`src/rtl/mem_port_arbiter.sv`:
```
// mem_port_arbiter: round-robin arbiter sharing one single-port memory between the CPU and a host port,
// with a bounded host burst lock and a CPU stall flag.
module mem_port_arbiter #(
    parameter int ADDR_WIDTH = 8,
    parameter int DATA_WIDTH = 16,
    parameter int MAX_LOCK = 4
) (
    input  logic                  clk,
    input  logic                  reset,
    input  logic                  cpu_req,
    input  logic                  cpu_we,
    input  logic [ADDR_WIDTH-1:0] cpu_addr,
    input  logic [DATA_WIDTH-1:0] cpu_wdata,
    output logic                  cpu_gnt,
    output logic                  cpu_rvalid,
    output logic                  cpu_stall,
    input  logic                  host_req,
    input  logic                  host_we,
    input  logic                  host_lock,
    input  logic [ADDR_WIDTH-1:0] host_addr,
    input  logic [DATA_WIDTH-1:0] host_wdata,
    output logic                  host_gnt,
    output logic                  host_rvalid,
    output logic [DATA_WIDTH-1:0] rdata,
    output logic                  mem_en,
    output logic                  mem_we,
    output logic [ADDR_WIDTH-1:0] mem_addr,
    output logic [DATA_WIDTH-1:0] mem_wdata,
    input  logic [DATA_WIDTH-1:0] mem_rdata
);
    typedef enum logic [1:0] {IDLE, OWN_CPU, OWN_HOST} state_t;
    state_t state, state_nx, arb_pick;
    logic last_owner, last_owner_nx, arb_last, hold;
    logic [3:0] lock_cnt, lock_cnt_nx;
    assign cpu_gnt = (state == OWN_CPU) && cpu_req;
    assign host_gnt = (state == OWN_HOST) && host_req;
    assign cpu_stall = cpu_req && !cpu_gnt;
    assign mem_en = cpu_gnt || host_gnt;
    assign mem_we = (cpu_gnt && cpu_we) || (host_gnt && host_we);
    assign mem_addr = cpu_gnt ? cpu_addr : host_gnt ? host_addr : '0;
    assign mem_wdata = cpu_gnt ? cpu_wdata : host_gnt ? host_wdata : '0;
    assign rdata = mem_rdata;
    // A transfer issued this cycle counts as the latest owner for the same-cycle re-arbitration.
    always_comb begin
        arb_last = cpu_gnt ? 1'b0 : host_gnt ? 1'b1 : last_owner;
        arb_pick = (cpu_req && host_req) ? (arb_last ? OWN_CPU : OWN_HOST)
                 : cpu_req ? OWN_CPU : host_req ? OWN_HOST : IDLE;
        hold = host_gnt && host_lock && (!cpu_req || lock_cnt < 4'(MAX_LOCK - 1));
        state_nx = hold ? OWN_HOST : arb_pick;
        last_owner_nx = arb_last;
        lock_cnt_nx = hold ? lock_cnt + {3'b000, lock_cnt != 4'hf} : 4'd0;
    end
    always_ff @(posedge clk or posedge reset) begin
        if (reset) begin
            state <= IDLE;
            last_owner <= 1'b1;
            lock_cnt <= 4'd0;
            cpu_rvalid <= 1'b0;
            host_rvalid <= 1'b0;
        end else begin
            state <= state_nx;
            last_owner <= last_owner_nx;
            lock_cnt <= lock_cnt_nx;
            cpu_rvalid <= cpu_gnt && !cpu_we;
            host_rvalid <= host_gnt && !host_we;
        end
    end
endmodule

```
`config.mk`:
```
export PLATFORM = sky130hd
export DESIGN_NAME = mem_port_arbiter
export DESIGN_NICKNAME = d
export VERILOG_FILES = /design/src/rtl/mem_port_arbiter.sv
export SDC_FILE = /design/constraint.sdc
export NUM_CORES = 1
export LEC_CHECK = 0
export ABC_AREA = 0
export CAP_MARGIN = 20
export CORE_MARGIN = 4
export CORE_UTILIZATION = 24
export DETAILED_ROUTE_END_ITERATION = 12
export PLACE_DENSITY = 0.8
export REMOVE_ABC_BUFFERS = 1
export SETUP_SLACK_MARGIN = 0.05
export SYNTH_ARGS = -nofsm -noshare
export SYNTH_HDL_FRONTEND = slang
export SYNTH_SLANG_ARGS = --single-unit
```
`constraint.sdc`:
```
create_clock -name clk -period 1.73 [get_ports clk]
set_clock_uncertainty 0.2 [all_clocks]
set_input_delay 0.173 -clock clk [delete_from_list [all_inputs] [get_ports clk]]
set_output_delay 0.173 -clock clk [all_outputs]
set_load 0.005 [all_outputs]
```
==> results.py <==
metrics = {
    "floorplan": {
        "dieArea_mm2": 0.00457,
        "die_h_um": 67.6,
        "core-area_mm2": 0.00339,
        "ioPinCount": 118,
        "floorplan.initialDensity_pct": 25.2,
        "num_rows": 21,
        "die_w_um": 67.6,
    },
    "yosys": {
        "synthSimpleGateAreaFrac_pct": 11.3,
        "synth_top_family_by_area": "compound AO/OA/AOI/OAI gates",
        "synth_top_cell_by_area": "a22o_1",
        "synth-compound-area-share_pct": 33.3,
        "ys_seq_elements": 9,
        "synth.distinct_cells": 27,
        "yosysSeqAreaShare_pct": 26.5,
        "yosysWarnings": 0,
        "synthMuxAreaShare_pct": 0,
        "synthAdderAreaFrac_pct": 2.93,
        "syn_area_per_cell_um2": 9.59,
        "synth_xor_area_share_pct": 2.05,
        "netlist.area_leader.share_pct": 25.7,
        "ys_top_cells_by_area": "a22o_1, dfrtp_1, buf_4",
        "syn_area_um2": 853,
        "synthCells": 89,
    },
    "global_route": {
        "grt.overflow.total": 0,
        "grt_pass1_vias": 1217,
        "grt_max_degree": 14,
        "grt.total_usage_pct": 16.8,
        "antenna_found_initial": 0,
        "grt_pass1_wl_um": 5660,
    },
    "sta": {
        "fin_setup_tns_ns": -3.95,
        "rsz0062_at_grt": "true",
        "maxSlewViolCount": 0,
        "setup_viol": 28,
        "slew_headroom_pct": 75.5,
        "period_minus_slack_ns": 1.93,
        "clock.fmax_ghz": 0.517,
        "hold_viol_final": 0,
        "tightest_slew_ns": 0.367,
        "period_share_pct": 112,
        "setup_ws_ns": -0.204,
    },
    "layout": {
        "nNetsFinal": 250,
        "fin_util_pct": 52.0,
        "drive_above_1_share_pct": 33.5,
        "n_fill_cell": 309,
        "area_growth_pct": 106,
        "final_common_cell": "clkdlybuf4s50_1",
        "layout_common_cells": "clkdlybuf4s50_1, buf_2, a22o_1",
        "diodes": 0,
    },
    "clocking": {
        "cts_tree": "done",
        "root_buffer": "clkbuf_4",
        "cts_made_buffers": 3,
        "clk_latency_ns": 0.26,
        "cts_sinks": 9,
        "h-tree-depth": 1,
        "clockBufferDepth": 2,
    },
    "power_and_ir_drop": {
        "powerDensity_mw_per_mm2": 626,
        "p_leak_nw": 0.835,
        "ir_worst_vdd_mv": 0.230,
        "comb_power_share_pct": 61.5,
        "p_sw_share_pct": 29.8,
        "power.switching_mw": 0.328,
        "internal_power_mw": 0.774,
        "clkPwrFrac_pct": 14.2,
        "p_seq_share_pct": 24.3,
    },
    "setup_path": {
        "crit_fanout": 7,
        "cp.arrival_ns": 1.56,
        "cp.required_ns": 1.36,
        "end_kind": "output port",
        "critPathLaunchType": "primary input",
        "critical_path_class": "primary input to output port",
    },
    "routing": {
        "totalWireLength_um": 3810,
        "drt-initial-drc-count": 46,
        "drtPass1Iterations": 4,
        "num_vias": 1056,
        "ant_nets": 0,
        "routedWlPerCell_um": 17.2,
        "drc": 0,
        "drt-vias-per-instance": 4.76,
    },
    "run_status": {
        "status": "finished, violations left",
        "violations": "negative setup slack",
    },
    "run": {
        "maxCapViolCount": 0,
    },
    "worst_hold_path": {
        "hold_path_class": "primary input to output port",
    },
    "place": {
        "place_congestion": 0.733,
        "hpwl_um": 2920,
        "io_buffers": 85,
    },
}
[power by group through the flow]
stage / sequential, mW / clock [mW] / combinational (mW)
5_1_grt: 0.271 / 0.178 / 0.727
4_1_cts: 0.265 / 0.162 / 0.676
6_report: 0.268 / 0.156 / 0.678
3_3_place_gp: 0.270 / 0 / 0.575
3_5_place_dp: 0.273 / 0 / 0.591
2_1_floorplan: 0.267 / 0 / 0.186
[repair_timing]
item / 4_1_cts / 5_1_grt
gates resized for setup: 119 / 13
cloned: 3 / 0
setup buffers: 10 / 5
hold endpoints to repair: 8 / 0
endpoints found under the setup margin: 29 / 30
pin swaps: 16 / 13
hold buffers: 1 / 0
[synthesized netlist by cell type]
cell	count
ha_1	2
and2_1	2
inv_1	3
o21ai_0	1
and3_1	1
and3_4	1
xor2_1	1
buf_2	1
nand4_1	1
buf_6	6
dfstp_2	1
dfrtp_1	8
buf_4	16
o211ai_2	1
or2_1	1
a211oi_2	1
a21boi_0	1
o211a_1	1
nand3_1	2
a22oi_1	1
nor2_1	6
xnor2_1	1
nor2b_1	2
a22o_1	25
and3b_1	1
o21ai_1	1
a21oi_1	1
[final cells by class]
class                      instances  area (um2)  share of cell area, %
sequential                         9         226                   12.9
multi-input combinational         54         427                   24.2
clock buffer                       4        26.3                   1.49
timing repair buffer             106        1010                   57.4
inverter                           3        13.8                  0.781
tap                               46        57.6                   3.27
[final timing paths]
kind | cells after the start | to | slack, ns | from
worst max register to register | 6 | lock_cnt[0]$_DFF_PP0_ | 0.06 | state[0]$_DFF_PP0_
worst max-delay path | 6 | mem_en | -0.20 | host_req
min in group asynchronous | 3 | lock_cnt[0]$_DFF_PP0_ | 0.55 | reset
worst min-delay path | 0 | rdata[9] | 0.15 | mem_rdata[9]
worst min register to register | 2 | last_owner$_DFF_PP1_ | 0.31 | last_owner$_DFF_PP1_
max in group asynchronous | 3 | last_owner$_DFF_PP1_ | 0.48 | reset
[flip-flops by register name, indices dropped and copies added, names as in the netlist]
| register | count |
|---|---|
| lock_cnt | 4 |
| host_rvalid | 1 |
| last_owner | 1 |
| state | 2 |
| cpu_rvalid | 1 |
[through the flow]
step | instance area (um2) | std cells | setup WS (ns) | hold WS [ns] | power, mW
floorplan | 661 | 66 | -0.0398 | -0.200 | 0.453
global placement | 1640 | 202 | -0.388 | 0.146 | 0.845
detailed placement | 1640 | 202 | -0.420 | 0.146 | 0.864
CTS | 1750 | 219 | -0.209 | 0.146 | 1.10
global route | 1760 | 222 | -0.259 | 0.146 | 1.18
finish | 1760 | 222 | -0.204 | 0.146 | 1.10
[worst max-delay path: stages]
cell and delay [ns]:
clkdlybuf4s50_1 0.45, and3b_2 0.30, clkbuf_16 0.18, buf_12 0.13, or2_1 0.20, buf_2 0.13
[logic make-up after synthesis]
logic type | count (synthesis)
AOI/OAI and AO/OA | 33
xor gates and xnor gates | 2
adders and majority gates | 2
buffers and inverters | 26
DFF | 9
and+or+nand+nor | 17
[metal layers]
metal | wire length (um) | vias up | global-route usage [%] | share of wire (%)
met5 | 0 | - | 5.00 | 0
met4 | 36 | 0 | 3.29 | 0.94
met3 | 549 | 6 | 9.48 | 14
met2 | 1820 | 95 | 29.5 | 48
met1 | 1410 | 466 | 16.9 | 37
li1 | - | 489 | - | -
No activity file was read; power rests on OpenSTA's default activity.
==> RTL change 1, RTL diff (same flow settings) <==
The parameter `DATA_WIDTH` goes from 16 to 14.
--- a/src/rtl/mem_port_arbiter.sv
+++ b/src/rtl/mem_port_arbiter.sv
@@ -2,7 +2,7 @@
 // with a bounded host burst lock and a CPU stall flag.
 module mem_port_arbiter #(
     parameter int ADDR_WIDTH = 8,
-    parameter int DATA_WIDTH = 16,
+    parameter int DATA_WIDTH = 14,
     parameter int MAX_LOCK = 4
 ) (
     input  logic                  clk,
Interface: changed (5 resized); port bits go from 118 to 108. The function was not compared with the original's and may differ.
==> RTL change 1 against the original RTL <==
  * The run still ends with setup timing left
  * Area after synthesis fell by 0.73%
  * Sequential cell count unchanged
  * Wire length fell by 5.9%
  * Final area decreased by 5.1%
  * Final cell count shrank 4.5%
  * Total power shrank 5.4%
  * Setup slack better by 0.028 ns
==> RTL change 1: results (changes against the original RTL) <==
| Item | Value | Unit | Change |
| --- | --- | --- | --- |
| Global placement routability congestion | 0.764 | - | +4.2% |
| Fraction of final layout cells with drive strength greater than 1 | 31.9 | % | -1.6 points |
| Data arrival at the endpoint of the critical path | 1.53 | ns | -0.03 ns |
| Result of the run | complete, but fails checks | - |  |
| Sequential area share after synthesis | 26.7 | % | +0.20 points |
| Average size of a mapped cell | 9.97 | um^2 | +3.9% |
| Final worst setup slack | -0.176 | ns | +0.0277 ns |
| Slew at the pin closest to its max-slew limit | 0.358 | ns | -0.00919 ns |
| Most common library cells after synthesis | sky130_fd_sc_hd__a22o_1 (23), sky130_fd_sc_hd__buf_4 (14), sky130_fd_sc_hd__dfrtp_1 (8) | - |  |
| Count of endpoints failing setup in the final report | 25 | - | -11% |
| Failing checks | setup timing | - |  |
| Start of the worst register-to-register path | state[1]$_DFF_PP0_ | - |  |
| Via count of the first global-routing pass | 1082 | - | -11% |
| Cell area reported after detailed placement | 1580 | um^2 | -4.1% |
| Worst reg2reg path endpoint | lock_cnt[1]$_DFF_PP0_ | - |  |
| Post-route worst hold slack | 0.146 | ns | +0.0000160 ns |
| Placed cell count | 196 | - | -3.0% |
| Hold Path End | rdata[0] | - |  |
| Number of distinct library cells after synthesis | 28 | - | +3.7% |
| Estimated wirelength of the detail-placed design | 2550 | um | -13% |
| Cell type group with the largest total delay on the critical path | simple AND/OR/NAND/NOR gates | - |  |
| Start point of the worst min-delay path | mem_rdata[0] | - |  |
| Port buffer count | 79 | - | -7.1% |
| Largest stage delay, worst path | 0.39 | ns | -0.06 ns |
| Max IR drop VDD | 0.351 | mV | +53% |
| Total length of routed wires | 3590 | um | -5.9% |
| Final Net Count | 234 | - | -6.4% |
| Number of design-rule violations left by the first detailed-router iteration | 32 | - | -30% |
| Via count of the routed design | 988 | - | -6.4% |
| Detail-routed net length per standard cell | 16.9 | um | -1.4% |
| Cell with the largest stage delay on the worst path | sky130_fd_sc_hd__dfrtp_1 | - |  |
| Area contributors post-synth | sky130_fd_sc_hd__a22o_1 (24%), sky130_fd_sc_hd__dfrtp_1 (24%), sky130_fd_sc_hd__buf_4 (12%) | - |  |
| First-pass detailed-route iteration total | 4 | - | unchanged |
| FFs w/ async S/R, synth | 100 | % | unchanged |
| Wire length of the first global-routing pass | 5300 | um | -6.3% |
| Global routing usage summed across all routing layers | 16.1 | % | -0.71 points |
==> RTL change 1: timing repair <==
item                                    CTS  global route
endpoints found under the setup margin   27            32
endpoints found under the hold margin     8             0
gates resized for setup                 114             7
setup buffers                             9             3
hold buffers                              1             0
gates cloned                              4             0
pin swaps                                18            12
==> RTL change 1: cell families (layout without fill, tap and decap cells) <==
| group | after synthesis | in the layout | synth area share [%] |
|---|---|---|---|
| adders and majority gates | 2 | 2 | 2.95 |
| xor gates and xnor gates | 2 | 2 | 2.07 |
| and+or+nand+nor | 17 | 17 | 11.4 |
| AOI/OAI and AO/OA | 31 | 31 | 32.3 |
| buffers and inverters | 24 | 105 | 24.5 |
| DFF | 9 | 9 | 26.7 |
==> RTL change 1: power by group <==
group          total (mW)  switching [mW]  internal (mW)
Clock               0.170          0.0806         0.0894
Sequential          0.268          0.0213          0.247
Combinational       0.604           0.216          0.389
==> RTL change 1: routing by layer <==
layer	up-vias	wire, um	share of wire [%]	track usage [%]
met5	-	0	0	0
met4	0	36	1.0	3.04
met3	7	329	9.2	7.99
met2	59	1880	52	27.0
met1	461	1340	37	18.4
li1	461	-	-	-
==> RTL change 1: worst reg2reg max path: stages, from the launching register on <==
cell and delay, ns:
sky130_fd_sc_hd__dfrtp_1 0.39, sky130_fd_sc_hd__and3b_2 0.25, sky130_fd_sc_hd__buf_6 0.15, sky130_fd_sc_hd__buf_16 0.13, sky130_fd_sc_hd__buf_4 0.15, sky130_fd_sc_hd__o211a_1 0.14
sky130_fd_sc_hd__and2_1 0.16
==> RTL change 1: layout make-up <==
class	instances	area, um^2	share of cell area (%)
repair buffers	98	926	55.4
multi-input cells	52	424	25.4
flip-flops and latches	9	226	13.5
well taps	46	57.6	3.44
clock buffers	4	26.3	1.57
inverters	3	11.3	0.674
==> RTL change 1: how the worst max path moves through the flow <==
stage                                   from       endpoint  slack (ns)  cells after the start
after floorplan           state[0]$_DFF_PP0_    mem_addr[0]      -0.009                      2
after global placement              host_req   mem_wdata[9]       -0.34                      5
after detailed placement            host_req    mem_addr[4]       -0.36                      5
after CTS                 state[1]$_DFF_PP0_        cpu_gnt       -0.21                      4
after global routing      state[1]$_DFF_PP0_  mem_wdata[13]       -0.21                      5
final                     state[1]$_DFF_PP0_         mem_en       -0.18                      5
==> RTL change 1: metrics by stage <==
| stage | worst slack [ns] | setup TNS [ns] |
|---|---|---|
| floorplan | -0.00934 | -0.216 |
| global placement | -0.341 | -8.20 |
| detailed placement | -0.360 | -8.42 |
| CTS | -0.208 | -4.64 |
| global route | -0.214 | -4.59 |
| finish | -0.176 | -3.48 |
==> RTL change 2, RTL diff (same settings) <==
Without the edit above. Re-encode `state_t` (3 states) as one-hot, 3 bits wide.
--- a/src/rtl/mem_port_arbiter.sv
+++ b/src/rtl/mem_port_arbiter.sv
@@ -28,7 +28,7 @@
     output logic [DATA_WIDTH-1:0] mem_wdata,
     input  logic [DATA_WIDTH-1:0] mem_rdata
 );
-    typedef enum logic [1:0] {IDLE, OWN_CPU, OWN_HOST} state_t;
+    typedef enum logic [2:0] {IDLE = 3'b001, OWN_CPU = 3'b010, OWN_HOST = 3'b100} state_t;
     state_t state, state_nx, arb_pick;
     logic last_owner, last_owner_nx, arb_last, hold;
     logic [3:0] lock_cnt, lock_cnt_nx;
Function: same outputs for any inputs over 10 cycles, from zero or initial values and one cycle with reset high; not proved beyond that.
==> RTL change 2 against the original RTL <==
  * The run ends with hold timing, setup timing left
  * Count of clock-buffer cells in the layout did not move
  * Die area up 1.3%
  * Clock power grew 37%
  * Setup slack worse by 0.13 ns
  * Wire length increased by 12%
  * Area after synthesis grew 1.5%
  * Total power decreased by 7.2%
  * Sequential share of layout area increased by 0.72 points
  * Final area rose by 5.7%
  * Sequential cell count rose by 1
==> RTL change 2: results (changes against the original RTL) <==
| Item | Value | Unit | Change |
| --- | --- | --- | --- |
| Clock power frac | 20.8 | % | +6.6 points |
| Worst hold-check path type | input port to async pin | - |  |
| Number of distinct library cells after synthesis | 29 | - | +7.4% |
| Largest stage delay, worst path | 0.43 | ns | -0.02 ns |
| Total length of routed wires | 4250 | um | +12% |
| Cell with the largest stage delay on the worst path | sky130_fd_sc_hd__or3b_4 | - |  |
| Register-to-Register Path Depth | 9 | - | +3 |
| Slew at the pin closest to its max-slew limit | 0.494 | ns | +0.126 ns |
| Failing checks | hold timing, setup timing | - |  |
| Fill count | 308 | - | -0.32% |
| Post-route worst hold slack | -0.00956 | ns | -0.156 ns |
| Detail-routed net length per standard cell | 18.9 | um | +10% |
| Count of final hold-check violations | 8 | - | +8 |
| Sequential area share after synthesis | 29.2 | % | +2.7 points |
| TNS Setup | -7.69 | ns | -3.74 ns |
| Synth Area in Compound Gates | 33.5 | % | +0.24 points |
| Count of non-CTS inverters in the layout | 4 | - | +1 |
| Fraction of final layout cells with drive strength greater than 1 | 39.7 | % | +6.1 points |
| Storage cell area | 253 | um^2 | +12% |
| Layout multi-input combinational cell count | 52 | - | -3.7% |
| Global placement routability congestion | 0.826 | - | +13% |
| Wire length of the first global-routing pass | 5800 | um | +2.4% |
| Layout buffer count excluding clock buffers | 109 | - | +2.8% |
| Die width | 68.1 | um | +0.65% |
| Clock network area share | 1.95 | % | +0.46 points |
| Fraction of standard cell area in multi-input logic | 25.3 | % | +1.1 points |
| Via count of the routed design | 1110 | - | +5.1% |
| Cell internal pwr | 734 | uW | -5.2% |
| Count of endpoints failing setup in the final report | 33 | - | +18% |
| Power per cell area | 550 | nW/um^2 | -12% |
| Area grow syn2layout | 115 | % |  |
| Leakage power | 0.877 | nW | +5.0% |
| Top flop regs | lock_cnt: 4 flops, state: 3 flops | - |  |
| Final Net Count | 253 | - | +1.2% |
| Average size of a mapped cell | 9.95 | um^2 | +3.8% |
| Maximum fanout count along the critical path | 3 | - | -4 |
| Non-clock buffering overhead | 54.9 | % | -2.5 points |
| Final worst setup slack | -0.335 | ns | -0.131 ns |
| Via count of the first global-routing pass | 1193 | - | -2.0% |
| Result of the run | complete, but fails checks | - |  |
| Number of sinks driven by the clock tree | 10 | - | +1 |
[RTL change 2: metal layers]
layer | vias up | global-route usage [%] | wire length [um]
li1 | 499 | - | -
met1 | 517 | 17.5 | 1470
met2 | 87 | 31.9 | 2230
met3 | 7 | 7.06 | 464
met4 | 0 | 6.20 | 80
met5 | - | 0 | 0
[RTL change 2: what timing repair did]
| action | 4_1_cts | 5_1_grt |
|---|---|---|
| endpoints found under the setup margin | 29 | 34 |
| setup buffers | 8 | 4 |
| cloned | 4 | 1 |
| endpoints found under the hold margin | 0 | 0 |
| gates resized for setup | 124 | 16 |
| hold buffers | 0 | 0 |
| pin swaps | 11 | 24 |
[RTL change 2: path summary, 6_finish.rpt]
kind / end / slack [ns]
worst min-delay path: cpu_rvalid$_DFF_PP0_ / -0.01
worst max register to register: lock_cnt[1]$_DFF_PP0_ / -0.04
worst max-delay path: mem_en / -0.34
worst min register to register: last_owner$_DFF_PP1_ / 0.33
max in group asynchronous: state[0]$_DFF_PP1_ / 1.03
min in group clk: rdata[0] / 0.15
